`config.mk`:
```
export PLATFORM = sky130hd
export DESIGN_NAME = i2s_adc_receiver_flat
export DESIGN_NICKNAME = d
export VERILOG_FILES = /design/src/rtl/audio_pkg.sv /design/src/rtl/i2s_adc_receiver_if.sv /design/src/rtl/stereo_sample_fifo.sv /design/src/rtl/i2s_adc_receiver.sv /design/src/flat_wrapper.sv
export SDC_FILE = /design/constraint.sdc
export NUM_CORES = 1
export LEC_CHECK = 0
export CORE_MARGIN = 1.5
export CORE_UTILIZATION = 60
export DETAILED_ROUTE_END_ITERATION = 16
export PLACE_DENSITY = 0.75
export SKIP_CTS_REPAIR_TIMING = 1
export SYNTH_ARGS = -nofsm -noshare
export SYNTH_HDL_FRONTEND = slang
export SYNTH_SLANG_ARGS = --single-unit
```
`constraint.sdc`:
```
create_clock -name clock -period 6.7 [get_ports clock]
set_input_delay 0.67 -clock clock [delete_from_list [all_inputs] [get_ports clock]]
set_output_delay 0.67 -clock clock [all_outputs]
set_load 0.03 [all_outputs]
```
`src/rtl/audio_pkg.sv`:
```
// audio_pkg: shared sample types, receiver state encoding and helpers for
// the audio filter chain.
package audio_pkg;

   // Sample width used by the stereo types below; blocks that take a
   // DATA_WIDTH parameter must keep it equal to this value.
   localparam int DATA_WIDTH_DEFAULT = 24;

   typedef logic signed [DATA_WIDTH_DEFAULT-1:0] sample_t;

   typedef struct packed {
      sample_t left;
      sample_t right;
   } stereo_t;

   typedef enum logic [1:0] {
      ALIGN,
      LEFT,
      RIGHT
   } rx_state_t;

   // Move the nbits received bits (sitting in the LSBs) up to the MSBs so a
   // short slot reads as a left-justified, zero-padded word.
   function automatic sample_t left_justify(sample_t word, int nbits);
      if (nbits >= DATA_WIDTH_DEFAULT) begin
         return word;
      end
      return word << (DATA_WIDTH_DEFAULT - nbits);
   endfunction

endpackage

```
`src/rtl/i2s_adc_receiver_if.sv`:
```
// i2s_adc_receiver_if: read-side bus between the I2S receiver and the
// filter stage that drains its stereo FIFO.
interface i2s_adc_receiver_if #(
   parameter int DATA_WIDTH = audio_pkg::DATA_WIDTH_DEFAULT,
   parameter int ADDR_WIDTH = 3
);
   logic                  read;
   logic                  clear_overflow;
   logic                  read_ready;
   logic [DATA_WIDTH-1:0] readdata_left;
   logic [DATA_WIDTH-1:0] readdata_right;
   logic [ADDR_WIDTH:0]   fill_level;
   logic                  overflow;

   // Consumer side: pops pairs and clears the overflow flag.
   modport master (
      output read, clear_overflow,
      input  read_ready, readdata_left, readdata_right, fill_level, overflow
   );

   // Receiver side: presents the FIFO head and status.
   modport slave (
      input  read, clear_overflow,
      output read_ready, readdata_left, readdata_right, fill_level, overflow
   );
endinterface

```
`src/rtl/stereo_sample_fifo.sv`:
```
// stereo_sample_fifo: first-word fall-through FIFO of stereo pairs. A push
// into a full FIFO only succeeds when a pop happens on the same clock.
module stereo_sample_fifo
   import audio_pkg::*;
#(
   parameter int ADDR_WIDTH = 3
) (
   input  logic                clock,
   input  logic                reset,
   input  logic                push,
   input  stereo_t             push_data,
   input  logic                pop,
   output stereo_t             head,
   output logic                empty,
   output logic                full,
   output logic [ADDR_WIDTH:0] count
);
   localparam int DEPTH = 2 ** ADDR_WIDTH;
   localparam logic [ADDR_WIDTH:0] COUNT_FULL = (ADDR_WIDTH + 1)'(DEPTH);

   stereo_t               mem_q [DEPTH];
   logic [ADDR_WIDTH-1:0] wr_ptr_q, wr_ptr_d;
   logic [ADDR_WIDTH-1:0] rd_ptr_q, rd_ptr_d;
   logic [ADDR_WIDTH:0]   count_q, count_d;
   logic                  do_push, do_pop;

   assign empty   = (count_q == '0);
   assign full    = (count_q == COUNT_FULL);
   assign do_pop  = pop & ~empty;
   assign do_push = push & (~full | do_pop);
   assign count   = count_q;
   // Storage is not reset, so the head is forced to zero while empty.
   assign head    = empty ? '0 : mem_q[rd_ptr_q];

   // Advance pointers and occupancy; pointers wrap modulo DEPTH.
   always_comb begin
      // NOTE: every comb output gets a default first so no path infers a latch.
      wr_ptr_d = wr_ptr_q;
      rd_ptr_d = rd_ptr_q;
      count_d  = count_q;
      if (do_push) wr_ptr_d = wr_ptr_q + ADDR_WIDTH'(1);
      if (do_pop)  rd_ptr_d = rd_ptr_q + ADDR_WIDTH'(1);
      unique case ({do_push, do_pop})
         2'b10:   count_d = count_q + (ADDR_WIDTH + 1)'(1);
         2'b01:   count_d = count_q - (ADDR_WIDTH + 1)'(1);
         default: count_d = count_q;
      endcase
   end

   // Pointer and occupancy registers; reset empties the FIFO at once.
   always_ff @(posedge clock or posedge reset) begin
      // NOTE: state flops use non-blocking assignments so every flop samples pre-edge values.
      if (reset) begin
         wr_ptr_q <= '0;
         rd_ptr_q <= '0;
         count_q  <= '0;
      end else begin
         wr_ptr_q <= wr_ptr_d;
         rd_ptr_q <= rd_ptr_d;
         count_q  <= count_d;
      end
   end

   // Sample storage write port.
   always_ff @(posedge clock) begin
      // NOTE: the array is deliberately not reset; occupancy decides what is valid.
      if (do_push) mem_q[wr_ptr_q] <= push_data;
   end

endmodule

```
`src/rtl/i2s_adc_receiver.sv`:
```
// i2s_adc_receiver: deserializes the codec I2S ADC stream into signed
// left/right pairs and buffers them in a stereo FIFO for the filter stage.
module i2s_adc_receiver
   import audio_pkg::*;
#(
   parameter int DATA_WIDTH  = DATA_WIDTH_DEFAULT,
   parameter int ADDR_WIDTH  = 3,
   parameter int SYNC_STAGES = 2
) (
   input  logic clock,
   input  logic reset,
   input  logic aud_bclk,
   input  logic aud_adclrck,
   input  logic aud_adcdat,
   i2s_adc_receiver_if.slave bus
);
   localparam int CNT_WIDTH = $clog2(DATA_WIDTH + 2);
   localparam logic [CNT_WIDTH-1:0] CNT_LAST = CNT_WIDTH'(DATA_WIDTH);
   localparam logic [CNT_WIDTH-1:0] CNT_SAT  = CNT_WIDTH'(DATA_WIDTH + 1);

   logic [SYNC_STAGES-1:0] bclk_sync_q, bclk_sync_d;
   logic [SYNC_STAGES-1:0] lrck_sync_q, lrck_sync_d;
   logic [SYNC_STAGES-1:0] dat_sync_q, dat_sync_d;
   logic                   bclk_prev_q, bclk_prev_d;
   logic                   lrck_prev_q, lrck_prev_d;
   logic                   bclk_s, lrck_s, dat_s;
   logic                   bit_rise, lrck_fall, lrck_rise, lrck_edge;
   rx_state_t              state_q, state_d;
   sample_t                shift_q, shift_d;
   sample_t                left_q, left_d;
   sample_t                word_now;
   logic [CNT_WIDTH-1:0]   cnt_q, cnt_d, cnt_inc;
   logic                   latch_left, push;
   stereo_t                push_data, head;
   logic                   fifo_empty, fifo_full, drop;
   logic                   overflow_q, overflow_d;

   // Shift each asynchronous codec pin one stage deeper into its synchronizer.
   always_comb begin
      bclk_sync_d = {bclk_sync_q[SYNC_STAGES-2:0], aud_bclk};
      lrck_sync_d = {lrck_sync_q[SYNC_STAGES-2:0], aud_adclrck};
      dat_sync_d  = {dat_sync_q[SYNC_STAGES-2:0], aud_adcdat};
   end

   assign bclk_s = bclk_sync_q[SYNC_STAGES-1];
   assign lrck_s = lrck_sync_q[SYNC_STAGES-1];
   assign dat_s  = dat_sync_q[SYNC_STAGES-1];

   // lrck is judged only by its value at successive bclk rises.
   assign bit_rise  = bclk_s & ~bclk_prev_q;
   assign lrck_fall = bit_rise & lrck_prev_q & ~lrck_s;
   assign lrck_rise = bit_rise & ~lrck_prev_q & lrck_s;
   assign lrck_edge = lrck_fall | lrck_rise;

   // Remember the previous bclk level and the lrck level at the last bclk rise.
   always_comb begin
      bclk_prev_d = bclk_s;
      lrck_prev_d = bit_rise ? lrck_s : lrck_prev_q;
   end

   // Synchronizer and edge-detect registers.
   always_ff @(posedge clock or posedge reset) begin
      if (reset) begin
         bclk_sync_q <= '0;
         lrck_sync_q <= '0;
         dat_sync_q  <= '0;
         bclk_prev_q <= 1'b0;
         lrck_prev_q <= 1'b0;
      end else begin
         bclk_sync_q <= bclk_sync_d;
         lrck_sync_q <= lrck_sync_d;
         dat_sync_q  <= dat_sync_d;
         bclk_prev_q <= bclk_prev_d;
         lrck_prev_q <= lrck_prev_d;
      end
   end

   // Frame state register.
   always_ff @(posedge clock or posedge reset) begin
      if (reset) state_q <= ALIGN;
      else       state_q <= state_d;
   end

   // Next state: wait for a falling lrck so every pair opens with a left word.
   always_comb begin
      state_d = state_q;
      unique case (state_q)
         ALIGN:   if (lrck_fall) state_d = LEFT;
         LEFT:    if (lrck_rise) state_d = RIGHT;
         RIGHT:   if (lrck_fall) state_d = LEFT;
         default: state_d = ALIGN;
      endcase
   end

   // Frame outputs: hold the left word at mid-frame, push the pair at frame end.
   always_comb begin
      latch_left = (state_q == LEFT) && lrck_rise;
      push       = (state_q == RIGHT) && lrck_fall;
   end

   // Bit framing: the rise that reveals an lrck edge is count 0 (the I2S
   // delay bit); counts 1..DATA_WIDTH shift in MSB first, later bits drop.
   always_comb begin
      shift_d  = shift_q;
      cnt_d    = cnt_q;
      left_d   = left_q;
      cnt_inc  = (cnt_q == CNT_SAT) ? cnt_q : cnt_q + CNT_WIDTH'(1);
      word_now = left_justify(shift_q, int'(cnt_q));
      if (bit_rise) begin
         if (lrck_edge) begin
            shift_d = '0;
            cnt_d   = '0;
         end else begin
            cnt_d = cnt_inc;
            if (cnt_inc <= CNT_LAST) shift_d = {shift_q[DATA_WIDTH-2:0], dat_s};
         end
      end
      if (latch_left) left_d = word_now;
   end

   // Shift register, bit counter and left holding register.
   always_ff @(posedge clock or posedge reset) begin
      if (reset) begin
         shift_q <= '0;
         cnt_q   <= '0;
         left_q  <= '0;
      end else begin
         shift_q <= shift_d;
         cnt_q   <= cnt_d;
         left_q  <= left_d;
      end
   end

   assign push_data = '{left: left_q, right: word_now};

   // A full FIFO only loses the pair when nothing is popped on the same clock.
   assign drop = push & fifo_full & ~bus.read;

   // Sticky overflow: a new drop beats a simultaneous clear.
   always_comb begin
      overflow_d = drop | (overflow_q & ~bus.clear_overflow);
   end

   // Overflow flag register.
   always_ff @(posedge clock or posedge reset) begin
      if (reset) overflow_q <= 1'b0;
      else       overflow_q <= overflow_d;
   end

   stereo_sample_fifo #(
      .ADDR_WIDTH (ADDR_WIDTH)
   ) u_fifo (
      .clock     (clock),
      .reset     (reset),
      .push      (push),
      .push_data (push_data),
      .pop       (bus.read),
      .head      (head),
      .empty     (fifo_empty),
      .full      (fifo_full),
      .count     (bus.fill_level)
   );

   assign bus.read_ready     = ~fifo_empty;
   assign bus.readdata_left  = head.left;
   assign bus.readdata_right = head.right;
   assign bus.overflow       = overflow_q;

endmodule

```
`src/flat_wrapper.sv`:
```
// flat-port wrapper written by rule: the top's interface ports become plain ports
module i2s_adc_receiver_flat import audio_pkg::*;
#(
   parameter int DATA_WIDTH  = DATA_WIDTH_DEFAULT,
   parameter int ADDR_WIDTH  = 3,
   parameter int SYNC_STAGES = 2
)
  (clock, reset, aud_bclk, aud_adclrck, aud_adcdat, bus_read, bus_clear_overflow, bus_read_ready, bus_readdata_left, bus_readdata_right, bus_fill_level, bus_overflow);
  i2s_adc_receiver_if #(.DATA_WIDTH(DATA_WIDTH), .ADDR_WIDTH(ADDR_WIDTH)) bus_i ();
  input  logic clock;
  input  logic reset;
  input  logic aud_bclk;
  input  logic aud_adclrck;
  input  logic aud_adcdat;
  input wire logic [$bits(bus_i.read)-1:0] bus_read;
  input wire logic [$bits(bus_i.clear_overflow)-1:0] bus_clear_overflow;
  output wire logic [$bits(bus_i.read_ready)-1:0] bus_read_ready;
  output wire logic [$bits(bus_i.readdata_left)-1:0] bus_readdata_left;
  output wire logic [$bits(bus_i.readdata_right)-1:0] bus_readdata_right;
  output wire logic [$bits(bus_i.fill_level)-1:0] bus_fill_level;
  output wire logic [$bits(bus_i.overflow)-1:0] bus_overflow;
  assign bus_i.read = bus_read;
  assign bus_i.clear_overflow = bus_clear_overflow;
  assign bus_read_ready = bus_i.read_ready;
  assign bus_readdata_left = bus_i.readdata_left;
  assign bus_readdata_right = bus_i.readdata_right;
  assign bus_fill_level = bus_i.fill_level;
  assign bus_overflow = bus_i.overflow;
  i2s_adc_receiver #(.DATA_WIDTH(DATA_WIDTH), .ADDR_WIDTH(ADDR_WIDTH), .SYNC_STAGES(SYNC_STAGES)) u_core (.clock(clock), .reset(reset), .aud_bclk(aud_bclk), .aud_adclrck(aud_adclrck), .aud_adcdat(aud_adcdat), .bus(bus_i));
endmodule
```
Yosys cells after proc, flatten, opt, wreduce, memory -nomap -nowiden
Memory sizes are Yosys's and may differ from the RTL's.
Index checks and enable logic that the tools add are counted.

word-level totals
  register bits = 74
  logic and storage cells = 74
  bits of input ports = 7
  output and inout bits = 54
  memory bits (writable) = 384
  memories kept = 1

cells by class
  muxes and demuxes = 14
  equal/unequal tests = 8
  bitwise logic cells = 20
  order comparisons = 2
  reduce and logical (&&, ||, !) cells = 9
  add/sub/neg operators = 6
  shift operators = 1

memory list
  memory               words  width  rd ports  clocked after memory_dff  wr ports  line                      source
  u_core.u_fifo.mem_q  8      48     1         0                         1         stereo_sample_fifo.sv:21  stereo_t mem_q [DEPTH];

operators with widths
  cell                                                    count
  2-to-1 mux 24 bit                                       4
  2-to-1 mux 48 bit                                       1
  << shifter 24 x 32 -> 24 bit                            1
  bitwise AND 1 bit                                       10
  2-to-1 mux 5 bit                                        2
  one-hot mux 4 bit (2 select lines)                      1
  inverter 1 bit                                          7
  adder 3 x 1 -> 3 bit (second input constant)            2
  subtractor 5 x 5 -> 6 bit (first input constant)        1
  adder 5 x 1 -> 5 bit (second input constant)            1
  equality test 5 bit (second input constant)             1
  >= comparator 5 bit (second input constant)             1
  less-or-equal comparator 5 bit (second input constant)  1
  adder 4 x 1 -> 4 bit (second input constant)            1
  equality test 2 x 1 -> 1 bit (second input constant)    2
  equality test 2 bit (second input constant)             2
  equality test 4 bit (second input constant)             1
  zero test 4 bit                                         1
  2-to-1 mux 2 bit                                        2
  inequality test 2 x 1 -> 1 bit (second input constant)  2
  one-hot mux 2 bit (2 select lines)                      1
  AND reduction 2 bit                                     2
  nonzero test 2 bit                                      2
  subtractor 4 x 1 -> 4 bit (second input constant)       1
  5 further kinds                                         10

Longest topological paths before layout
  word-level depth = 8
  depth in mapped cells = 13
  depth with buffers taken out = 10

By module
A second synthesis with hierarchy kept.

second synthesis, totals
  cell total of the unflattened synthesis = 1101
  area, all modules = 19541.2 um^2

modules (own cells, without submodules)
  module              cells each  times used  area each (um^2)  sequential area each (um^2)
  stereo_sample_fifo  681         1           15244.6           11781.3
  i2s_adc_receiver    420         1           4296.6            1601.5

Worst setup path before layout
No wires, ideal clock.

  kind = flip-flop to flip-flop
  start point = register u_core.u_fifo.count_q[0], in the netlist u_core.u_fifo.count[0]
  end point = memory u_core.u_fifo.mem_q[0][0] (netlist bit), enable pin
  path buffers = 0
  data required time = 6.187 ns
  clock period less this slack = 5.067 ns
  arrival = 4.554 ns
  stages on the path, launching flop included = 6
  library setup time = 0.513 ns
  setup slack = 1.633 ns
  path through = dfrtp_1 -> nor3_1 -> nand3b_1 -> nor2b_1 -> nand2b_1 -> nor3_1

on the way
  word-level cells in the longest chain between the ends = 7
  elaborated cells between the ends (all ways) = 9
  those cells by class = eq/ne (1); mux (2); bitwise (5); reduce/logical (1)

ends and longest elaborated chain
  item                                        line                      source
  from (decl)                                 stereo_sample_fifo.sv:24  logic [ADDR_WIDTH:0] count_q, count_d;
  from (signal assigned)                      stereo_sample_fifo.sv:60  count_q <= count_d;
  zero test 4 bit                             stereo_sample_fifo.sv:27  assign empty = (count_q == '0);
  inverter 1 bit                              stereo_sample_fifo.sv:29  assign do_pop = pop & ~empty;
  bitwise AND 1 bit                           stereo_sample_fifo.sv:29
  OR 1 bit (*)                                stereo_sample_fifo.sv:30  assign do_push = push & (~full | do_pop);
  bitwise AND 1 bit (*)                       stereo_sample_fifo.sv:30
  2-to-1 mux 1 bit (*)                        stereo_sample_fifo.sv:67  if (do_push) mem_q[wr_ptr_q] <= push_data;
  2-to-1 mux 1 bit (not written as such) (*)  stereo_sample_fifo.sv:67
  to (decl)                                   stereo_sample_fifo.sv:21

Mark *: on every way between the ends. The rest lies on a longest branch, timed or not.

Worst setup path after layout
  start point = register u_core.u_fifo.rd_ptr_q[0]
  end point = output bus_readdata_right[20]

on the way
  word-level cells in the longest chain between the ends = 2

ends and longest elaborated chain
  item                    line                      source
  from (decl)             stereo_sample_fifo.sv:23  logic [ADDR_WIDTH-1:0] rd_ptr_q, rd_ptr_d;
  from (signal assigned)  stereo_sample_fifo.sv:59  rd_ptr_q <= rd_ptr_d;
  memory (8 x 48 bit)     -
  2-to-1 mux 48 bit       stereo_sample_fifo.sv:33  assign head = empty ? '0 : mem_q[rd_ptr_q];
  to (decl)               flat_wrapper.sv:19        output wire logic [$bits(bus_i.readdata_right)-1:0] bus_readdata_right;

Every way passes these cells.

==> key figures <==
Synth
  – Main synth FF type: edfxtp_1
  – Top cells by instance count after synthesis: 384 x edfxtp_1, 101 x nand2_1, 98 x mux4_2
  – Synthesized Nets: 1189
  – #FFs+latches synth: 458
  – Cell Area, Synth: 19500 µm²
  – YS warnings: 0
  – Synth top area share: 0.592
  – Synth area leaders: edfxtp_1 59%, mux4_2 11%, dfrtp_1 9.5%
  – Most common cell in the netlist: edfxtp_1
  – Yosys top cell by area: edfxtp_1
  – Synth async-reset ratio: 0.162
  – Sequential share of the synthesized area: 0.687
  – EDFF count, synth: 384
  – Post-Syn Instances: 1174
  – Unique masters post-synth: 66
  – Syn Area/Cell: 16.6 µm²

STA
  – Least-Margin Pin Slew: 1120 ps
  – Crit share post-route: 0.653
  – Setup total negative slack: 0 ps
  – Skew final: 26.7 ps
  – Fin. max-slew vios: 0
  – Max Freq: 228 MHz
  – Fin crit period: 4380 ps
  – Post-route setup slack: 2320 ps
  – Hold Fails Final Rpt: 0
  – Setup repair after global routing missed its margin: no
  – Slew HR: 0.251
  – Setup violators final: 0

Clock network
  – H-tree level count: 2
  – Worst-path clk slew: 60 ps
  – Clock buffer depth: 3
  – Worst-Skew Late Latency: 570 ps
  – CTS tree: built
  – CTS buffer count: 47
  – Clock root buffer: clkbuf_16
  – # clock sinks: 458

Global routing
  – GR Util met3: 0.0397
  – Grt ovf: 0
  – GR Util All Layers: 0.271
  – Vias in the first global route: 11.1k
  – Initial antenna violation count: 1
  – First-pass GRT wire length: 67.2 mm
  – Global routing's busiest layer: met2
  – Largest net degree at the start of global routing: 72
  – Routing usage on met2: 0.443
  – Met1 usage in global routing: 0.380

Setup path
  – Worst endpoint data arrival time: 3710 ps
  – Critical path's largest stage delay: 970 ps
  – Worst EP required: 6030 ps
  – Worst Setup End Kind: output pin
  – CP cell instances: buf_12, mux4_2, mux2i_1, nor2_1, clkdlybuf4s50_1
  – CP max stage cell: dfrtp_4
  – CP Class: flop to output pin
  – Worst setup SP type: flop
  – Critical path fanouts, max: 57

Detailed routing
  – Residual DRC: 0
  – Vias per std cell: 6.37
  – Drt wl/cell: 25.7 µm
  – WL final: 43.8 mm
  – 1st-pass router iterations: 5
  – DR iter-0 viols: 1182
  – ANT nets after route: 0
  – Via count: 10.8k

Floorplanning
  – Rows: 65
  – Core area: 31800 µm²
  – Chip width: 183 µm
  – I/O pins: 61
  – Die footprint: 33600 µm²
  – Die height: 183 µm
  – Starting Density: 0.613

Cells and area
  – Nets: 1241
  – Post-Layout Inst Area: 22200 µm²
  – Final Core Density: 0.697
  – Ant. Diodes: 0
  – Layout cells sized above 1: 0.195
  – Area growth syn-to-layout: 13.7%

Place
  – Pre-CTS setup slack: 2620 ps
  – Post-DP HPWL: 24.4 mm
  – Placed instance area: 20500 µm²
  – # port buffers: 60
  – Final GP Congestion: 0.977

Power
  – Peak supply drop: 0.258 mV
  – Leakage: 0.00753 µW
  – PwrDens: 420 nW/µm²

Min path
  – Hold Path Class: input port to asynchronous set/reset pin

Status
  – Status: complete, no violations

Flow run
  – Max_cap viols: 0
worst max-delay path: cells and delay by family (launching register included):
family | cells | cell delay, ps
buffers and inverters | 2 | 1110
flip-flops | 1 | 970
multiplexers | 2 | 910
AND/OR/NAND/NOR | 1 | 90
per-stage QoR:
stage	total power, µW	hold WS (ps)	instances
after floorplan	5650	331	1174
after global placement	6650	334	1612
after detailed placement	6670	335	1612
after CTS	9390	305	1700
after global routing	9690	316	1700
final	9320	308	1700
worst paths after layout:
path	startpoint	to	depth (start not counted)	slack (ps)
max	u_core.u_fifo.rd_ptr_q[0]$_DFFE_PP0P_	bus_readdata_right[20]	5	2320
min	reset	u_core.u_fifo.wr_ptr_q[1]$_DFFE_PP0P_	2	310
max reg2reg	u_core.cnt_q[1]$_DFFE_PP0N_	u_core.left_q[12]$_DFFE_PP0P_	8	2650
min reg2reg	u_core.lrck_sync_q[0]$_DFF_PP0_	u_core.lrck_sync_q[1]$_DFF_PP0_	0	340
max in group asynchronous	reset	u_core.u_fifo.rd_ptr_q[0]$_DFFE_PP0P_	3	5160
min in group clock	u_core.lrck_sync_q[0]$_DFF_PP0_	u_core.lrck_sync_q[1]$_DFF_PP0_	0	340
power by group:
part / leakage, µW / switching, µW / internal (µW)
Clock: 0.000794 / 1090 / 1630
Sequential: 0.00440 / 350 / 3190
Combinational: 0.00234 / 1630 / 1430
Total: 0.00753 / 3070 / 6250
final cells by class:
class | instances | area, µm²
clock buffers | 66 | 1330
fillers | 2004 | 9630
clock inverters | 22 | 312
well taps | 435 | 544
flip-flops and latches | 458 | 13400
repair buffers | 79 | 756
inverters | 13 | 50.0
multi-input cells | 627 | 5780
registers in the layout, summed over array words and instances, names as in the netlist:
| signal | cells |
|---|---|
| u_core.u_fifo.mem_q | 384 |
| u_core.left_q | 24 |
| u_core.shift_q | 24 |
| u_core.cnt_q | 5 |
| u_core.u_fifo.count | 4 |
| u_core.u_fifo.rd_ptr_q | 3 |
| u_core.u_fifo.wr_ptr_q | 3 |
| u_core.bclk_sync_q | 2 |
| u_core.dat_sync_q | 2 |
| u_core.lrck_sync_q | 2 |
| u_core.state_q | 2 |
| u_core.bclk_prev_q | 1 |
| u_core.bus.overflow | 1 |
| u_core.lrck_prev_q | 1 |
metal layers:
layer,vias up,share of wire
li1,4721,-
met1,5550,0.41
met2,460,0.49
met3,98,0.067
met4,0,0.033
met5,-,0
logic make-up after synthesis:
| group | after synthesis | share of synthesized area |
|---|---|---|
| buffers and inverters | 89 | 0.0209 |
| DFF | 458 | 0.687 |
| and+or+nand+nor | 248 | 0.0548 |
| AOI/OAI and AO/OA | 159 | 0.0571 |
| adders and majority gates | 8 | 0.00552 |
| muxes | 196 | 0.166 |
| xor gates and xnor gates | 16 | 0.00950 |
layout by cell type (no fill, tap or decap), types with 7 or more instances in the layout:
cell type and n:
o22ai_1 9, nand2b_1 8, nor3_1 7, mux2_2 25, mux4_2 98, inv_1 12
clkbuf_16 48, mux2i_1 71, xnor2_1 8, nor2_1 79, buf_4 18, clkbuf_1 12
ha_1 7, o21ai_0 43, o32ai_1 9, nand3_1 13, dfrtp_1 71, nand2_1 101
clkdlybuf4s50_1 60, a22o_1 13, a21oi_1 22, edfxtp_1 384
Note: power is estimated with default switching activity, not from simulation.
